<file path="config.mk">
export PLATFORM = sky130hd
export DESIGN_NAME = sram_access_ctrl
export DESIGN_NICKNAME = d
export VERILOG_FILES = /design/src/rtl/sram_access_ctrl_pkg.sv /design/src/rtl/sram_access_ctrl.sv
export SDC_FILE = /design/constraint.sdc
export NUM_CORES = 1
export LEC_CHECK = 0
export ABC_AREA = 1
export BUFFER_PORTS_ARGS = -buffer_cell sky130_fd_sc_hd__buf_4
export CELL_PAD_IN_SITES_DETAIL_PLACEMENT = 0
export CELL_PAD_IN_SITES_GLOBAL_PLACEMENT = 1
export CORE_MARGIN = 8
export CORE_UTILIZATION = 35
export CTS_CLUSTER_DIAMETER = 100
export DETAILED_ROUTE_END_ITERATION = 16
export GPL_ROUTABILITY_DRIVEN = 0
export PLACE_DENSITY_LB_ADDON = 0.1
export SYNTH_ARGS = -nofsm -noshare
export SYNTH_HDL_FRONTEND = slang
export SYNTH_SLANG_ARGS = --single-unit
</file>
<file path="constraint.sdc">
create_clock -name clk -period 3.5 [get_ports clk]
set_input_delay 0 -clock clk [delete_from_list [all_inputs] [get_ports clk]]
set_output_delay 0 -clock clk [all_outputs]
set_load 0.02 [all_outputs]
</file>
<file path="src/rtl/sram_access_ctrl_pkg.sv">
// Shared definitions for the MEM-stage SRAM access controller.
//   state_e           : controller FSM encoding (IDLE=0, LO=1, HI=2, DONE=3)
//   DEFAULT_BASE_ADDR : byte address that maps to SRAM halfword 0
//   SRAM_DW           : external SRAM data width
package sram_access_ctrl_pkg;

  typedef enum logic [1:0] {
    ST_IDLE = 2'd0,
    ST_LO   = 2'd1,
    ST_HI   = 2'd2,
    ST_DONE = 2'd3
  } state_e;

  localparam logic [31:0] DEFAULT_BASE_ADDR = 32'd1024;
  localparam int          SRAM_DW           = 16;

endpackage

</file>
<file path="src/rtl/sram_access_ctrl.sv">
// Multi-cycle controller between the MEM stage and a 16-bit external SRAM.
// Each 32-bit load/store is split into a low-halfword phase (LO) and a
// high-halfword phase (HI), each WAIT_CYCLES long, followed by one DONE cycle.
// While an access is in flight, freeze holds every pipeline register.
//
// Ports:
//   clk, rst        : clock (rising edge), asynchronous active-high reset
//   rd_en, wr_en    : load / store request from the EXE/MEM register
//   address         : byte address (ALU result), word aligned
//   write_data      : store data (Val_Rm)
//   read_data       : loaded word, valid while ready=1 after a read
//   ready, freeze   : access complete (or none pending) / its complement
//   sram_addr       : SRAM halfword address
//   sram_dq_o/_i    : SRAM write / read data
//   sram_dq_oe      : drive sram_dq_o onto the pad
//   sram_we_n       : active-low SRAM write strobe
//   state_dbg       : current FSM state (debug visibility)
//
// Handshake: a request is any cycle in IDLE with rd_en|wr_en high; the
// request is accepted in that same cycle (ready=0 from then on) and the
// requester must keep it asserted until ready=1. ready=1 in DONE completes
// the access; if the request is still high in the following IDLE cycle a
// new access starts there.
module sram_access_ctrl
  import sram_access_ctrl_pkg::*;
#(
  parameter logic [31:0] BASE_ADDR   = DEFAULT_BASE_ADDR,
  parameter int          WAIT_CYCLES = 2,
  parameter int          SRAM_AW     = 18
) (
  input  logic               clk,
  input  logic               rst,
  input  logic               rd_en,
  input  logic               wr_en,
  input  logic [31:0]        address,
  input  logic [31:0]        write_data,
  output logic [31:0]        read_data,
  output logic               ready,
  output logic               freeze,
  output logic [SRAM_AW-1:0] sram_addr,
  output logic [SRAM_DW-1:0] sram_dq_o,
  input  logic [SRAM_DW-1:0] sram_dq_i,
  output logic               sram_dq_oe,
  output logic               sram_we_n,
  output logic [1:0]         state_dbg
);

  localparam logic [3:0] LAST_CNT = 4'(WAIT_CYCLES - 1);

  state_e             state;
  logic [3:0]         cnt;
  logic               is_write;
  logic [SRAM_AW-2:0] word_q;
  logic [31:0]        data_q;

  logic [31:0]        offset;
  logic [SRAM_AW-2:0] word_d;
  logic               req;
  logic               last;
  logic               unused_offset_bits;

  // Offset wraps naturally; only the word-address bits reach the SRAM,
  // byte-lane bits and anything above the SRAM range are dropped.
  assign offset             = address - BASE_ADDR;
  assign word_d             = offset[SRAM_AW:2];
  assign unused_offset_bits = ^{offset[31:SRAM_AW+1], offset[1:0]};

  assign req  = rd_en | wr_en;
  assign last = (cnt == LAST_CNT);

  // Outputs are registered from the next state, so the SRAM pins carry the
  // LO-phase values during the first LO cycle.
  always_ff @(posedge clk or posedge rst) begin
    if (rst) begin
      state      <= ST_IDLE;
      cnt        <= '0;
      is_write   <= 1'b0;
      word_q     <= '0;
      data_q     <= '0;
      read_data  <= '0;
      sram_addr  <= '0;
      sram_dq_o  <= '0;
      sram_dq_oe <= 1'b0;
      sram_we_n  <= 1'b1;
    end else begin
      case (state)
        ST_IDLE: begin
          if (req) begin
            state     <= ST_LO;
            cnt       <= '0;
            // Store wins when both enables are high.
            is_write  <= wr_en;
            word_q    <= word_d;
            data_q    <= write_data;
            sram_addr <= {word_d, 1'b0};
            if (wr_en) begin
              sram_dq_o  <= write_data[15:0];
              sram_dq_oe <= 1'b1;
              sram_we_n  <= 1'b0;
            end else begin
              sram_dq_oe <= 1'b0;
              sram_we_n  <= 1'b1;
            end
          end
        end
        ST_LO: begin
          if (last) begin
            state     <= ST_HI;
            cnt       <= '0;
            sram_addr <= {word_q, 1'b1};
            // Strobe stays low across the address change on writes.
            if (is_write) sram_dq_o <= data_q[31:16];
            else          read_data[15:0] <= sram_dq_i;
          end else begin
            cnt <= cnt + 4'd1;
          end
        end
        ST_HI: begin
          if (last) begin
            state      <= ST_DONE;
            cnt        <= '0;
            sram_dq_oe <= 1'b0;
            sram_we_n  <= 1'b1;
            if (!is_write) read_data[31:16] <= sram_dq_i;
          end else begin
            cnt <= cnt + 4'd1;
          end
        end
        ST_DONE: begin
          state <= ST_IDLE;
        end
        default: begin
          state <= ST_IDLE;
        end
      endcase
    end
  end

  // In IDLE a new request drops ready in the same cycle so the pipeline
  // freezes before it can advance past the memory instruction.
  always_comb begin
    ready = 1'b0;
    case (state)
      ST_IDLE: ready = ~req;
      ST_DONE: ready = 1'b1;
      default: ready = 1'b0;
    endcase
  end

  assign freeze    = ~ready;
  assign state_dbg = state;

endmodule

</file>
## Word-level counts from Yosys, hierarchy flattened

Cells that the tools add are included.

| word-level totals | value |
|---|---|
| register bits | 124 |
| input port bits | 84 |
| output and inout port bits | 72 |
| word-level logic and storage cells | 63 |

| operators by class | value |
|---|---|
| $add $sub $neg | 2 |
| equal/unequal tests | 9 |
| muxes and demuxes | 24 |
| bitwise operators | 4 |
| reduce and logical (&&, ||, !) cells | 13 |

Operators with widths:

| cell | number |
|---|---|
| 16-bit two-way mux | 4 |
| 18-bit two-way mux | 2 |
| 18-bit one-hot mux with 2 select lines | 1 |
| 16-bit one-hot mux with 2 select lines | 1 |
| 19-bit by 11-bit subtractor with 19-bit output (second input constant) | 1 |
| 3-bit AND reduction | 5 |
| 2-bit inequality test (second input constant) | 5 |
| 4-bit two-way mux | 2 |
| 2-bit one-hot mux with 4 select lines | 1 |
| 4-bit one-hot mux with 2 select lines | 1 |
| 1-bit two-way mux | 6 |
| 2-bit two-way mux | 3 |
| 1-bit one-hot mux with 2 select lines | 3 |
| 2-bit nonzero test | 3 |
| 5-bit AND reduction | 1 |
| 4-bit by 1-bit adder with 4-bit output (second input constant) | 1 |
| 2-bit equality test (second input constant) | 2 |
| 4-bit by 1-bit equality test with 1-bit output (second input constant) | 1 |
| 2-bit AND reduction | 2 |
| 1-bit inverter | 3 |
| 2-bit by 1-bit equality test with 1-bit output (second input constant) | 1 |
| 2-bit zero test | 1 |
| 2-bit OR reduction | 1 |
| 1-bit OR | 1 |

## Logic depth before layout (Yosys ltp)

Gate-level depths: netlist of the first run.

| depth | value |
|---|---|
| word-level depth | 4 |
| mapped depth | 10 |
| gate-level depth less buffers | 9 |

## Worst setup path before layout of the first run

No wires, ideal clock.

| timing path | value |
|---|---|
| path type | register to register |
| from | register state[1] (netlist: state_dbg[1]) |
| to | register sram_addr[8] |
| library setup time | 0.124 ns |
| arrival time | 1.580 ns |
| required time | 3.376 ns |
| slack | 1.797 ns |
| stages on the path, launching flop included | 10 |
| cell sequence | dfrtp_1 -> inv_1 -> ha_1 -> buf_2 -> inv_1 -> buf_2 -> buf_2 -> nand2_1 -> o211ai_1 -> nand2_1 |

| on the way | value |
|---|---|
| longest elaborated chain between the ends | 3 |
| elaborated cells between the ends (all ways) | 7 |

RTL lines:

| item | RTL line | source |
|---|---|---|
| start: declaration | sram_access_ctrl.sv:50 | `state_e state;` |
| start signal: assignment | sram_access_ctrl.sv:75 | `state <= ST_IDLE;` |
| start signal: assignment | sram_access_ctrl.sv:89 | `state <= ST_LO;` |
| start signal: assignment | sram_access_ctrl.sv:108 | `state <= ST_HI;` |
| 2-bit by 1-bit equality test with 1-bit output / 2-bit zero test (equally long branches) | sram_access_ctrl.sv:86 | `case (state)` |
| 2-bit inequality test (no source line) / 2-bit nonzero test (equally long branches) | n/a |  |
| 3-bit AND reduction (no source line) | n/a |  |
| end signal: assignment | sram_access_ctrl.sv:95 | `sram_addr <= {word_d, 1'b0};` |
| end signal: assignment | sram_access_ctrl.sv:110 | `sram_addr <= {word_q, 1'b1};` |
| end: declaration | sram_access_ctrl.sv:40 | `output logic [SRAM_AW-1:0] sram_addr,` |

Parallel ways exist; a longest one is shown, timed or not.
A chain may end at the register's enable or synchronous reset.

## Worst setup path in the final report of the first run

| timing path | value |
|---|---|
| from | register state[1] (netlist: state_dbg[1]) |
| to | register sram_dq_o[4] |

| on the way | value |
|---|---|
| longest elaborated chain between the ends | 3 |
| elaborated cells between the ends (all ways) | 9 |

RTL lines:

| item | RTL line | source |
|---|---|---|
| 2-bit by 1-bit equality test with 1-bit output / 2-bit zero test (equally long branches) | sram_access_ctrl.sv:86 |  |
| 2-bit inequality test (no source line) / 2-bit nonzero test (equally long branches) | n/a |  |
| 5-bit AND reduction (no source line) | n/a |  |
| end signal: assignment | sram_access_ctrl.sv:97 | `sram_dq_o <= write_data[15:0];` |
| end signal: assignment | sram_access_ctrl.sv:112 | `if (is_write) sram_dq_o <= data_q[31:16];` |
| end: declaration | sram_access_ctrl.sv:41 | `output logic [SRAM_DW-1:0] sram_dq_o,` |

Parallel ways exist; a longest one is shown, timed or not.

==> results of run 1 <==
## synthesized netlist by cell type, types with 4 or more instances
| cell | instances | area (um2) |
|---|---|---|
| a21oi_1 | 4 | 20.0 |
| nor2_1 | 21 | 78.8 |
| buf_2 | 16 | 80.1 |
| a31oi_1 | 4 | 25.0 |
| inv_1 | 54 | 203 |
| ha_1 | 8 | 100 |
| dfrtp_1 | 107 | 2680 |
| o211ai_1 | 11 | 82.6 |
| o21ai_1 | 11 | 55.1 |
| nand2_1 | 249 | 935 |
| o21ai_0 | 59 | 295 |
| nand3_1 | 15 | 75.1 |
| clkbuf_1 | 7 | 26.3 |
## power by group through the flow
stage | sequential [uW] | clock, uW | combinational, uW
after global placement | 2230 | 0 | 3060
after global routing | 2310 | 1030 | 3490
final | 2230 | 955 | 3110
after detailed placement | 2250 | 0 | 3100
after CTS | 2240 | 987 | 3160
after floorplan | 2670 | 0 | 1540
## critical path: cells and delay by family (launching register included)
kind	cells	cell delay (ns)
buffers and inverters	2	0.75
AO/OA/AOI/OAI	1	0.65
adder cells (fa/ha/maj)	1	0.45
AND/OR/NAND/NOR	3	0.36
flip-flops	1	0.42
## cell type report
class / count / area, um2 / share of cell area
inverters: 56 / 213 / 0.0306
repair buffers: 211 / 1740 / 0.251
clock buffers: 12 / 246 / 0.0354
well taps: 180 / 225 / 0.0324
multi-input cells: 398 / 1800 / 0.259
flip-flops and latches: 108 / 2700 / 0.389
clock inverters: 3 / 23.8 / 0.00342
## what timing repair did
action,4_1_cts,5_1_grt
endpoints found under the hold margin,151,0
hold buffers,64,0
setup buffers,0,0
## per-layer routing
layer,GRT usage,part of all wire,vias to the layer above
li1,-,-,2228
met1,0.182,0.45,1975
met2,0.256,0.48,88
met3,0.0415,0.058,12
met4,0.0593,0.016,0
met5,0,0,-
## through the flow
stage	std cells	total power, uW	instance area (um2)	setup slack, ns
3_5_place_dp	889	5350	6050	0.687
3_3_place_gp	889	5290	6050	0.729
2_1_floorplan	590	4210	4860	0.656
5_1_grt	968	6830	6960	0.419
6_report	968	6290	6960	0.742
4_1_cts	968	6380	6960	0.680
## cell families (layout without fill, tap and decap cells)
logic type | after synthesis | after routing | share of synthesized area
buf+inv | 84 | 282 | 0.0726
fa+ha+maj | 8 | 8 | 0.0206
mux | 1 | 1 | 0.00206
xor+xnor | 3 | 3 | 0.00541
compound gates | 94 | 94 | 0.108
flops | 108 | 108 | 0.556
simple gates | 292 | 292 | 0.235
## state kept, by name, indices dropped and copies added (netlist names)
register    count
sram_dq_o      16
sram_dq_oe      1
word_q         17
state_dbg       2
sram_we_n       1
cnt             4
read_data      32
data_q         16
is_write        1
sram_addr      18
## path summary, 6_finish.rpt
kind | to | slack (ns) | start
setup / recovery | sram_dq_o[4]$_DFFE_PP0P_ | 0.74 | state_dbg[1]$_DFFE_PP0P_
hold / removal | word_q[10]$_DFFE_PP0P_ | 0.02 | address[12]
setup reg to reg | sram_dq_o[4]$_DFFE_PP0P_ | 0.74 | state_dbg[1]$_DFFE_PP0P_
hold reg to reg | data_q[17]$_DFFE_PP0P_ | 0.48 | data_q[17]$_DFFE_PP0P_
max in group asynchronous | sram_we_n$_DFFE_PP1P_ | 2.23 | rst
min in group asynchronous | read_data[10]$_DFFE_PP0P_ | 0.40 | rst
==> out/qor.yml, run 1 <==
worst_setup_path:
  critPathMaxStageDelay_ns: 0.65
  critPathCaptureType: "flip-flop"
  path_cells: "inv_1, ha_1, clkinv_1, o22ai_4, nor2_4, nand2_1, nand2_1"
  critical_path_class: "reg2reg"
  slowest_stage: "o22ai_4"
  crit_fanout: 18
  critical_path.most_common_cell: "nand2_1"
  reg2reg_depth: 7
  critPathRequiredTime_ns: 3.74
  crit_arrival_ns: 2.99
  critical_path.startpoint_type: "flip-flop"
clock_tree:
  htree_levels: 3
  cts_tree: "done"
  clockBufferDepth: 2
  cts_sinks: 108
  cts-root-buf: "clkbuf_16"
  clkTransAtPathRegs_ns: 0.07
  cts_resized: 0
  numCtsBuffers: 9
  clock_latency_ns: 0.35
die:
  num_rows: 43
  dieWidth_um: 134
  dieArea_mm2: 0.0179
  start_util: 0.354
  io_pins: 156
  core_mm2: 0.0137
  die_y_um: 134
finish:
  final_common_cell: "nand2_1"
  layout.nets: 876
  finish.utilization: 0.507
  layout-drive-gt1-share: 0.216
  mostFrequentLayoutCells: "nand2_1, buf_4, dfrtp_1"
  nFillCells: 1335
  antennaDiodeCount: 0
  syn_to_final_growth_pct: 43.2
flow_run:
  max-cap-violations: 0
place:
  place_hpwl_um: 9140
  portBuffers: 140
pwr:
  p_sw_frac: 0.435
  power_frac_seq: 0.354
  power_density_mw_per_mm2: 904
  p_leak_uw: 0.00371
  p_clk_frac: 0.152
  p_int_uw: 3550
  power_frac_comb: 0.494
  switching_power_uw: 2740
  ir_drop_mv: 0.369
synthesis:
  ys_ff_latch: 108
  synth_edf_count: 0
  avgSynthCellArea_um2: 8.24
  ys.warnings.count: 0
  syn_nets: 682
  ys_seq_area_frac: 0.556
  syn_inst: 590
  synth_async_sr_flop_share: 1.00
  yosysUniqueCellTypes: 28
  syn-cell-area_mm2: 0.00486
  ys.flop_type: "dfrtp_1"
sta:
  final-hold-violation-count: 0
  tns_ns: 0
  setup-violations-final: 0
  whs_ns: 0.0247
  slew_headroom: 0.383
  fmax_mhz: 363
  slew_violations: 0
  finClkSkew_ns: 0.00639
  rsz0062_at_grt: "no"
  timing.final.crit_share: 0.788
  timing.final.crit_period_ns: 2.76
  worst_pin_slew_ns: 0.925
detailed_routing:
  route.detailed.drc: 0
  vias_per_cell: 4.45
  wl_um: 13500
  wl_per_cell_um: 13.9
  ant_nets: 0
  drt-pass1-iter-count: 4
  vias: 4303
  drtIter0Drc: 183
grt:
  grt_use_total: 0.153
  grt_pass1_vias: 4365
  antenna_found_initial: 0
  grt_pass1_wl_um: 22100
  grt_max_degree: 64
  gr-total-overflow: 0
worst_hold_path:
  hp-class: "in2reg"
  min_path_cells: 4
status:
  status: "finished clean"
(Power assumes the default switching activity.)
==> run 2: changes to the inputs <==
- clock period: 3.5 -> 2.83 ns (I/O delays scaled with it)
==> out/qor.yml, run 2 (synthesis gave the netlist of run 1 again) <==
status:
  status: "finished clean"
sta:
  slew_headroom: 0.579
  fmax_mhz: 441
  setup-violations-final: 0
  timing.final.crit_share: 0.801
  final-hold-violation-count: 0
  worst_pin_slew_ns: 0.631
  rsz0062_at_grt: "no"
  timing.final.crit_period_ns: 2.27
  setup_slack_ns: 0.564
  slew_violations: 0
  finClkSkew_ns: 0.00472
  tns_ns: 0
  whs_ns: 0.0188
worst_setup_path:
  slowest_stage: "dfrtp_1"
  critPathCaptureType: "flip-flop"
  critPathRequiredTime_ns: 3.11
  path_buf_inv: 2
  path_cells: "inv_1, ha_1, nand2_2, nand2_2, nand2_4, inv_1, o211ai_1, nand2_1"
  critPathMaxStageDelay_ns: 0.43
  crit_fanout: 28
  crit_arrival_ns: 2.55
  crit_family: "simple AND/OR/NAND/NOR gates"
  critical_path_class: "reg2reg"
  critical_path.startpoint_type: "flip-flop"
detailed_routing:
  ant_nets: 0
  vias: 4392
  wl_um: 13800
  drtIter0Drc: 214
  wl_per_cell_um: 14.2
  route.detailed.drc: 0
  drt-pass1-iter-count: 4
  vias_per_cell: 4.52
place:
  post-place-cells: 892
  portBuffers: 140
  dp_slack_ns: 0.503
  place_hpwl_um: 9150
die:
  io_pins: 156
  start_util: 0.354
  dieArea_mm2: 0.0179
  dieWidth_um: 134
  core_mm2: 0.0137
  die_y_um: 134
  num_rows: 43
clock_tree:
  cts_resized: 0
  cts-root-buf: "clkbuf_16"
  post-cts-setup-buffer-count: 0
  numCtsBuffers: 9
  holdBufCountCts: 64
  cts_tree: "done"
  htree_levels: 3
  clock_latency_ns: 0.34
  clkTransAtPathRegs_ns: 0.07
  clockBufferDepth: 2
  cts_sinks: 108
pwr:
  power_frac_seq: 0.346
  p_clk_frac: 0.161
  p_sw_frac: 0.433
  power_density_mw_per_mm2: 1130
  p_int_uw: 4490
  p_leak_uw: 0.00374
  ir_drop_mv: 0.470
  power_frac_comb: 0.493
  switching_power_uw: 3440
finish:
  finish.utilization: 0.512
  layout.nets: 879
  mostFrequentLayoutCells: "nand2_1, buf_4, dfrtp_1"
  final_common_cell: "nand2_1"
  syn_to_final_growth_pct: 44.5
  antennaDiodeCount: 0
  layout-drive-gt1-share: 0.222
  reg.largest.list: "read_data x32, sram_addr x18, word_q x17"
  regMostFlops: "read_data"
  largest_reg_flops: 32
  fin_cells: 972
flow_run:
  max-cap-violations: 0
worst_hold_path:
  hp-class: "in2reg"
grt:
  grt_pass1_vias: 4575
  grt_use_total: 0.158
  gr-total-overflow: 0
  antenna_found_initial: 0
  grt_max_degree: 63
  grt_pass1_wl_um: 23100
run 2: cell count changes in the layout (fill, tap and decap cells not counted):
cell | previous run | this run
buf_4 | 147 | 149
clkinv_2 | 0 | 2
inv_6 | 0 | 2
bufinv_16 | 0 | 1
buf_12 | 0 | 1
clkbuf_8 | 1 | 0
clkbuf_1 | 2 | 0
inv_1 | 52 | 53
inv_4 | 1 | 0
clkinv_1 | 1 | 0
run 2: metal layers:
layer | GRT usage | part of all wire | up-vias
met5 | 0 | 0 | -
met4 | 0.0505 | 0.012 | 0
met3 | 0.0408 | 0.056 | 12
met2 | 0.260 | 0.47 | 93
met1 | 0.199 | 0.46 | 2049
li1 | - | - | 2238
run 2: path summary, 6_finish.rpt:
check | start | end | slack, ns | depth (start not counted)
worst min register to register | data_q[16]$_DFFE_PP0P_ | data_q[16]$_DFFE_PP0P_ | 0.48 | 2
worst max-delay path | state_dbg[0]$_DFFE_PP0P_ | sram_addr[7]$_DFFE_PP0P_ | 0.56 | 8
min in group asynchronous | rst | data_q[20]$_DFFE_PP0P_ | 0.27 | 3
worst min-delay path | address[12] | word_q[10]$_DFFE_PP0P_ | 0.02 | 4
worst max register to register | state_dbg[0]$_DFFE_PP0P_ | sram_addr[7]$_DFFE_PP0P_ | 0.56 | 8
max in group asynchronous | rst | sram_addr[12]$_DFFE_PP0P_ | 1.80 | 4
run 2: stage by stage:
stage / power (uW) / area (um2)
3_5_place_dp: 6680 / 6080
6_report: 7930 / 7020
5_1_grt: 8620 / 7020
4_1_cts: 8070 / 7020
3_3_place_gp: 6590 / 6080
2_1_floorplan: 5200 / 4860
run 2: worst register-to-register path, delay by kind of cell, from the launching register on:
kind / cells / cell delay [ns]
buffers and inverters: 2 / 0.53
AOI/OAI and AO/OA: 1 / 0.16
and+or+nand+nor: 4 / 0.79
adders and majority gates: 1 / 0.30
DFF: 1 / 0.43
run 2: final cells by class:
type / count / area (um2)
clock buffers: 9 / 225
clock inverters: 7 / 73.8
fillers: 1322 / 6700
inverters: 56 / 214
multi-input cells: 398 / 1800
flip-flops and latches: 108 / 2700
well taps: 180 / 225
repair buffers: 214 / 1780
run 2: power groups by stage:
stage / logic, uW / clock network, uW / registers (uW)
after floorplan: 1900 / 0 / 3300
after global placement: 3830 / 0 / 2750
after detailed placement: 3910 / 0 / 2770
after CTS: 3990 / 1330 / 2750
after global routing: 4390 / 1390 / 2840
final: 3910 / 1270 / 2740
